--- src/rtl/pipe_ctrl_pkg.sv ---
// Purpose : shared constants and helpers for the pipeline stage controller.
// Latency : n/a (package only).
// Backpressure : n/a (package only).
package pipe_ctrl_pkg;

  // Default width of the saturating stall-cycle counter.
  localparam int STALL_CNT_W_DEF = 16;

  // Saturating increment on a 32-bit carrier. Callers cast the result back
  // to their own width, so counters up to 32 bits wide are supported.
  function automatic logic [31:0] sat_inc(input logic [31:0] i_val,
                                          input logic [31:0] i_max);
    return (i_val >= i_max) ? i_val : (i_val + 32'd1);
  endfunction

endpackage

--- src/rtl/pipe_stage_slot.sv ---
// Purpose : valid bit plus advance/accept/load/clear logic for one pipeline wall.
// Latency : combinational strobes; valid bit updates on the same edge the wall loads.
// Backpressure : accept drops when the slot is full and cannot drain, or when it is killed.
//
// Ports:
//   i_clk, i_reset       clock and synchronous active-high reset
//   i_kill               flush or reset kill for this stage
//   i_stall              hazard hold for this stage
//   i_inc                valid payload offered by the previous stage (or upstream)
//   i_acc_nxt            next stage (or downstream) accepts this cycle
//   o_go                 this stage hands its payload onward this cycle
//   o_acc                this stage can take new payload this cycle
//   o_enable             load strobe for the wall
//   o_soft_reset         clear strobe for the wall
//   o_vld                registered valid bit
module pipe_stage_slot
  import pipe_ctrl_pkg::*;
(
  input  logic i_clk,
  input  logic i_reset,
  input  logic i_kill,
  input  logic i_stall,
  input  logic i_inc,
  input  logic i_acc_nxt,
  output logic o_go,
  output logic o_acc,
  output logic o_enable,
  output logic o_soft_reset,
  output logic o_vld
);

  logic r_vld;

  assign o_go  = r_vld & ~i_stall & ~i_kill & i_acc_nxt;
  assign o_acc = ~i_kill & (~r_vld | o_go);

  assign o_enable = o_acc & i_inc;

  // A killed stage is cleared; a stage that drains with nothing arriving
  // behind it becomes a bubble and is cleared as well. Since o_acc already
  // contains ~i_kill and a draining stage only loads when i_inc is set,
  // load and clear can never be asserted together.
  assign o_soft_reset = i_kill | (o_go & ~i_inc);

  assign o_vld = r_vld;

  always_ff @(posedge i_clk) begin
    if (i_reset) begin
      r_vld <= 1'b0;
    end else if (i_kill) begin
      r_vld <= 1'b0;
    end else if (o_enable) begin
      r_vld <= 1'b1;
    end else if (o_go) begin
      r_vld <= 1'b0;
    end
  end

endmodule

--- src/rtl/pipe_stage_ctrl.sv ---
// Purpose : sequences NUM_STAGES register walls (load/clear strobes) with handshake, stalls and flushes.
// Latency : NUM_STAGES cycles from accept to out_valid; strobes are combinational.
// Backpressure : out_ready and per-stage stalls ripple back through the accept chain to in_ready.
//
// Ports:
//   clk, reset                clock and synchronous active-high reset
//   in_valid / in_ready       upstream handshake into stage 0
//   out_valid / out_ready     downstream handshake out of the last stage
//   stall                     per-stage hazard hold
//   flush, flush_mask         kill request and the stages it applies to
//   enable, softReset         per-wall load and clear strobes
//   stage_valid, occupancy    registered valid bits and their popcount
//   stall_cycles              saturating count of cycles with in_valid & !in_ready
module pipe_stage_ctrl
  import pipe_ctrl_pkg::*;
#(
  parameter int NUM_STAGES  = 4,
  parameter int STALL_CNT_W = STALL_CNT_W_DEF
) (
  input  logic                               clk,
  input  logic                               reset,
  input  logic                               in_valid,
  output logic                               in_ready,
  input  logic                               out_ready,
  output logic                               out_valid,
  input  logic [NUM_STAGES-1:0]              stall,
  input  logic                               flush,
  input  logic [NUM_STAGES-1:0]              flush_mask,
  output logic [NUM_STAGES-1:0]              enable,
  output logic [NUM_STAGES-1:0]              softReset,
  output logic [NUM_STAGES-1:0]              stage_valid,
  output logic [$clog2(NUM_STAGES+1)-1:0]    occupancy,
  output logic [STALL_CNT_W-1:0]             stall_cycles
);

  localparam int OCC_W = $clog2(NUM_STAGES+1);
  localparam logic [STALL_CNT_W-1:0] CNT_MAX = '1;

  logic [NUM_STAGES-1:0] w_kill;
  logic [NUM_STAGES-1:0] w_inc;
  logic [NUM_STAGES-1:0] w_go;
  logic [NUM_STAGES-1:0] w_acc;
  logic [NUM_STAGES-1:0] w_enable;
  logic [NUM_STAGES-1:0] w_soft_reset;
  logic [NUM_STAGES-1:0] w_vld;
  logic [NUM_STAGES:0]   w_rdy;
  logic [OCC_W-1:0]      w_occ;
  logic [STALL_CNT_W-1:0] r_stall_cnt;

  // Reset behaves as a kill of every stage: walls are cleared, nothing loads
  // and in_ready is low for as long as reset is held.
  assign w_kill = {NUM_STAGES{reset}} | ({NUM_STAGES{flush}} & flush_mask);

  // Accept look-ahead, computed from the last stage back to stage 0 in one
  // process. acc[i] = !kill[i] & (!v[i] | go[i]) with go folded in; each slot
  // gets its downstream accept from here instead of from its neighbour so
  // the chain does not loop through the slot outputs.
  always_comb begin
    logic [NUM_STAGES:0] w_chain;
    w_chain             = '0;
    w_chain[NUM_STAGES] = out_ready;
    for (int i = NUM_STAGES - 1; i >= 0; i--) begin
      w_chain[i] = ~w_kill[i] & (~w_vld[i] | (~stall[i] & w_chain[i+1]));
    end
    w_rdy = w_chain;
  end

  // Payload offered to stage i is whatever stage i-1 hands onward.
  assign w_inc = {w_go[NUM_STAGES-2:0], in_valid};

  for (genvar gi = 0; gi < NUM_STAGES; gi++) begin : g_slot
    pipe_stage_slot u_slot (
      .i_clk        (clk),
      .i_reset      (reset),
      .i_kill       (w_kill[gi]),
      .i_stall      (stall[gi]),
      .i_inc        (w_inc[gi]),
      .i_acc_nxt    (w_rdy[gi+1]),
      .o_go         (w_go[gi]),
      .o_acc        (w_acc[gi]),
      .o_enable     (w_enable[gi]),
      .o_soft_reset (w_soft_reset[gi]),
      .o_vld        (w_vld[gi])
    );
  end

  // Popcount of the registered valid bits.
  always_comb begin
    w_occ = '0;
    for (int i = 0; i < NUM_STAGES; i++) begin
      w_occ = w_occ + OCC_W'(w_vld[i]);
    end
  end

  always_ff @(posedge clk) begin
    if (reset) begin
      r_stall_cnt <= '0;
    end else if (in_valid && !w_acc[0]) begin
      r_stall_cnt <= STALL_CNT_W'(sat_inc(32'(r_stall_cnt), 32'(CNT_MAX)));
    end
  end

  // Consistency checks: the look-ahead chain must agree with the slots,
  // load and clear are exclusive, and the last stage only emits into a
  // ready consumer.
  always_comb begin
    assert (w_acc == w_rdy[NUM_STAGES-1:0]);
    assert ((w_enable & w_soft_reset) == '0);
    assert (!w_go[NUM_STAGES-1] || out_ready);
  end

  assign in_ready     = w_acc[0];
  assign out_valid    = w_vld[NUM_STAGES-1];
  assign enable       = w_enable;
  assign softReset    = w_soft_reset;
  assign stage_valid  = w_vld;
  assign occupancy    = w_occ;
  assign stall_cycles = r_stall_cnt;

endmodule

--- config.mk ---
export PLATFORM = sky130hd
export DESIGN_NAME = pipe_stage_ctrl
export DESIGN_NICKNAME = d
export VERILOG_FILES = /design/src/rtl/pipe_ctrl_pkg.sv /design/src/rtl/pipe_stage_slot.sv /design/src/rtl/pipe_stage_ctrl.sv
export SDC_FILE = /design/constraint.sdc
export NUM_CORES = 1
export LEC_CHECK = 0
export ABC_AREA = 1
export CAP_MARGIN = 20
export CORE_ASPECT_RATIO = 1.5
export CORE_MARGIN = 2
export CORE_UTILIZATION = 47
export DETAILED_ROUTE_END_ITERATION = 16
export GPL_TIMING_DRIVEN = 1
export PLACE_DENSITY = 0.8
export SLEW_MARGIN = 40
export SYNTH_ARGS = -nofsm -noshare
export SYNTH_HDL_FRONTEND = slang
export SYNTH_SLANG_ARGS = --single-unit
--- constraint.sdc ---
create_clock -name clk -period 2.57 [get_ports clk]
set_clock_uncertainty 0.1 [all_clocks]
set_input_delay 0.514 -clock clk [delete_from_list [all_inputs] [get_ports clk]]
set_output_delay 0.514 -clock clk [all_outputs]
set_load 0.01 [all_outputs]
==> impl_metrics.py <==
metrics = {
    "outcome": {
        "status": "complete, no violations",
    },
    "cts": {
        "h_tree_level_count": 1,
        "cts_buffer_depth": 2,
        "postCtsHoldBufs": 0,
        "clk_root_buffer_cell": "clkbuf_8",
        "clk-insertion-delay-late_ps": 260,
        "numClockSinks": 20,
        "cts-buffers-inserted": 3,
        "clk_transition_reported_paths_ps": 70,
        "clock_tree_from_tritoncts": "built",
    },
    "route": {
        "drc": 0,
        "wirelength_um": 3580,
        "antenna_left": 0,
        "drtPass1Iterations": 4,
        "wl_per_cell_um": 11.0,
        "detailroute.via_count": 1564,
        "first_iter_violations": 48,
        "avgViaCountPerCell": 4.80,
    },
    "place": {
        "port_buffers": 45,
        "placedCellCount": 311,
        "detailed_place_hpwl_um": 2580,
        "dp_slack_ps": -397,
        "place.gp.congestion": 0.847,
    },
    "worst_setup_path": {
        "worst-setup-path-type": "in -> reg",
        "slowest_stage": "clkdlybuf4s50_1",
        "crit_cells": 16,
        "crit_path_end_kind": "flop",
        "worst_path_most_repeated_cell": "buf_4",
        "worstSetupStartpointType": "input pin",
        "reg2regPathDepth": 16,
        "crit_arrival_ps": 2590,
        "critPathRequiredTime_ps": 2670,
        "worstPathMaxFanout": 3,
        "critical_path.n_buffers_inverters": 9,
        "worst_path_largest_cell_delay_ps": 460,
        "timing.critical_path.max_delay_family": "buffers and inverters",
        "worstPathCellList": "clkdlybuf4s50_1 > nor2_4 > nand2_2 > nand2_2 > nand2_2 > nor2_2 > nand2_2 > buf_4 > buf_4 > buf_4 > buf_4 > buf_4 > buf_4 > buf_4 > buf_4 > a21oi_2",
    },
    "synth": {
        "synth.area.top_cells": "dfxtp_1 27%, nand2_1 12%, inv_1 9.6%",
        "ys_seq_area_frac": 0.268,
        "dominant_combinational_cell_family_by_area_after_synthesis": "simple AND/OR/NAND/NOR gates",
        "synth-adder-area-share": 0.0386,
        "synth.net_count": 244,
        "syn_area_per_cell_um2": 6.58,
        "postSynthRegisterBits": 20,
        "ys_types": 32,
        "synthesis.instances": 227,
        "post_synthesis_compound_gate_area_fraction": 0.0478,
        "synth.mux.area_fraction": 0,
        "post-synth-top-area-fraction": 0.268,
        "synthesized_area_fraction_occupied_by_and_or_nand_nor_cells": 0.402,
        "cell_area_synth_mm2": 0.00149,
        "post-synth-top-area-cell": "dfxtp_1",
        "yosys_synthesis_warning_count": 0,
        "synthXorXnorAreaFrac": 0.0411,
    },
    "power": {
        "power_per_cell_area_mw_per_mm2": 344,
        "power.ir.vdd_worst_v": 0.000334,
        "total_leakage_power_nw": 1.04,
    },
    "floorplanning": {
        "die_area_mm2": 0.00365,
        "floorplan.rows": 25,
        "initial_core_util": 0.482,
        "die_w_um": 50.0,
        "coreArea_mm2": 0.00310,
        "floorplan.io_pins": 46,
        "die-height_um": 73.0,
    },
    "final_layout": {
        "finish.cell_count_without_fillers": 326,
        "syn2layout_area_growth_pct": 40.7,
        "final_common_cell": "nand2_1",
        "filler_cell_count": 257,
        "antennaDiodeCount": 0,
        "final_net_count": 305,
        "fraction_of_layout_cells_with_a_size_suffix_above_1": 0.241,
        "finalCoreUtilization": 0.678,
        "mostFrequentLayoutCells": "47 x nand2_1, 36 x inv_1, 34 x nor2_1",
    },
    "run": {
        "max_cap_viol_count": 0,
    },
    "sta": {
        "setup_viol": 0,
        "timing.final.max_slew_violations": 0,
        "finalHoldViolCount": 0,
        "final.hold.worst_slack_ps": 454,
        "timing.final.crit_period_ps": 2490,
        "max_freq_ghz": 0.402,
        "timing.slew.headroom": 0.747,
        "worst_slack_ps": 83.6,
        "tightestPinTransition_ps": 376,
        "final.period_utilization": 0.967,
    },
    "global_routing": {
        "via_count_of_the_first_global_routing_pass": 1430,
        "grt.total_usage": 0.199,
        "grt_pass1_wl_um": 5710,
        "grt_antenna_before_repair": 0,
        "grt.overflow.total": 0,
        "largest_net_degree_at_the_start_of_global_routing": 19,
    },
    "min_path": {
        "hp-class": "reg -> reg",
        "worst_hold_path.num_cells": 4,
    },
}
per-stage QoR:
step	setup TNS (ps)	total power, W	cell area (um2)
final	0	0.000721	2100
after detailed placement	-2840	0.000526	1980
after CTS	-35.9	0.000724	2060
after global placement	-2700	0.000524	1980
after global routing	-16.1	0.000758	2100
after floorplan	0	0.000451	1490
synthesized netlist by cell type:
master / number
nor2_4: 1
nand3_2: 2
nor4_1: 1
fa_1: 1
buf_8: 1
o21ai_2: 1
a21boi_0: 1
buf_6: 2
nor2_2: 3
ha_1: 3
nor2_1: 36
nand2_2: 7
dfxtp_1: 20
xnor2_1: 1
clkbuf_1: 1
nand4_1: 8
nand4_2: 3
xor2_1: 6
o21ai_0: 2
buf_4: 14
inv_1: 38
o21bai_1: 1
a31o_2: 1
a21oi_1: 4
buf_2: 1
nor3_1: 3
nand3_1: 12
inv_6: 1
or2_0: 1
a21oi_2: 1
nand2_1: 49
nand2_4: 1
power by group:
group | switching, W | total (W) | internal, W
sequential | 0.0000141 | 0.000337 | 0.000323
clock | 0.000101 | 0.000206 | 0.000105
combinational | 0.0000880 | 0.000178 | 0.0000900
final cells by class:
cell class	count	area (um2)	share of cell area
clock buffers	3	41.3	0.0197
flip-flops and latches	20	400	0.191
inverters	39	151	0.0721
multi-input cells	149	808	0.385
repair buffers	75	648	0.309
well taps	40	50.0	0.0238
layer usage:
layer / track usage / vias up / share of wire
met4: 0.127 / 0 / 0.036
met2: 0.368 / 38 / 0.52
li1: - / 805 / -
met3: 0.0307 / 13 / 0.031
met5: 0 / - / 0
met1: 0.204 / 708 / 0.41
final timing paths:
check | startpoint | end | slack [ps]
worst min register to register | stall_cycles[1]$_SDFFE_PP0P_ | stall_cycles[1]$_SDFFE_PP0P_ | 450
worst min-delay path | stall_cycles[1]$_SDFFE_PP0P_ | stall_cycles[1]$_SDFFE_PP0P_ | 450
worst max register to register | g_slot[3].u_slot.o_vld$_SDFFE_PP0P_ | g_slot[2].u_slot.o_vld$_SDFFE_PP0P_ | 370
worst max-delay path | stall[2] | g_slot[2].u_slot.o_vld$_SDFFE_PP0P_ | 80
state kept, by name (all words and copies together) (netlist names):
name                 flops
g_slot.u_slot.o_vld      4
stall_cycles            16
worst register-to-register path, delay by kind of cell (launching register included):
family / cells / cell delay [ps]
AOI/OAI and AO/OA: 2 / 160
buffers and inverters: 9 / 1130
DFF: 1 / 320
and+or+nand+nor: 5 / 430
cells by family after synthesis:
kind of cell,after synthesis
AO/OA/AOI/OAI,11
buffers and inverters,58
adder cells (fa/ha/maj),4
XOR/XNOR,7
AND/OR/NAND/NOR,127
flip-flops,20
timing repair:
item / 4_1_cts / 5_1_grt
gates resized for setup: 39 / 9
endpoints found under the setup margin: 12 / 10
pin swaps: 2 / 6
buffers inserted: 9 / 3
Note: power is estimated with default switching activity, not from simulation.
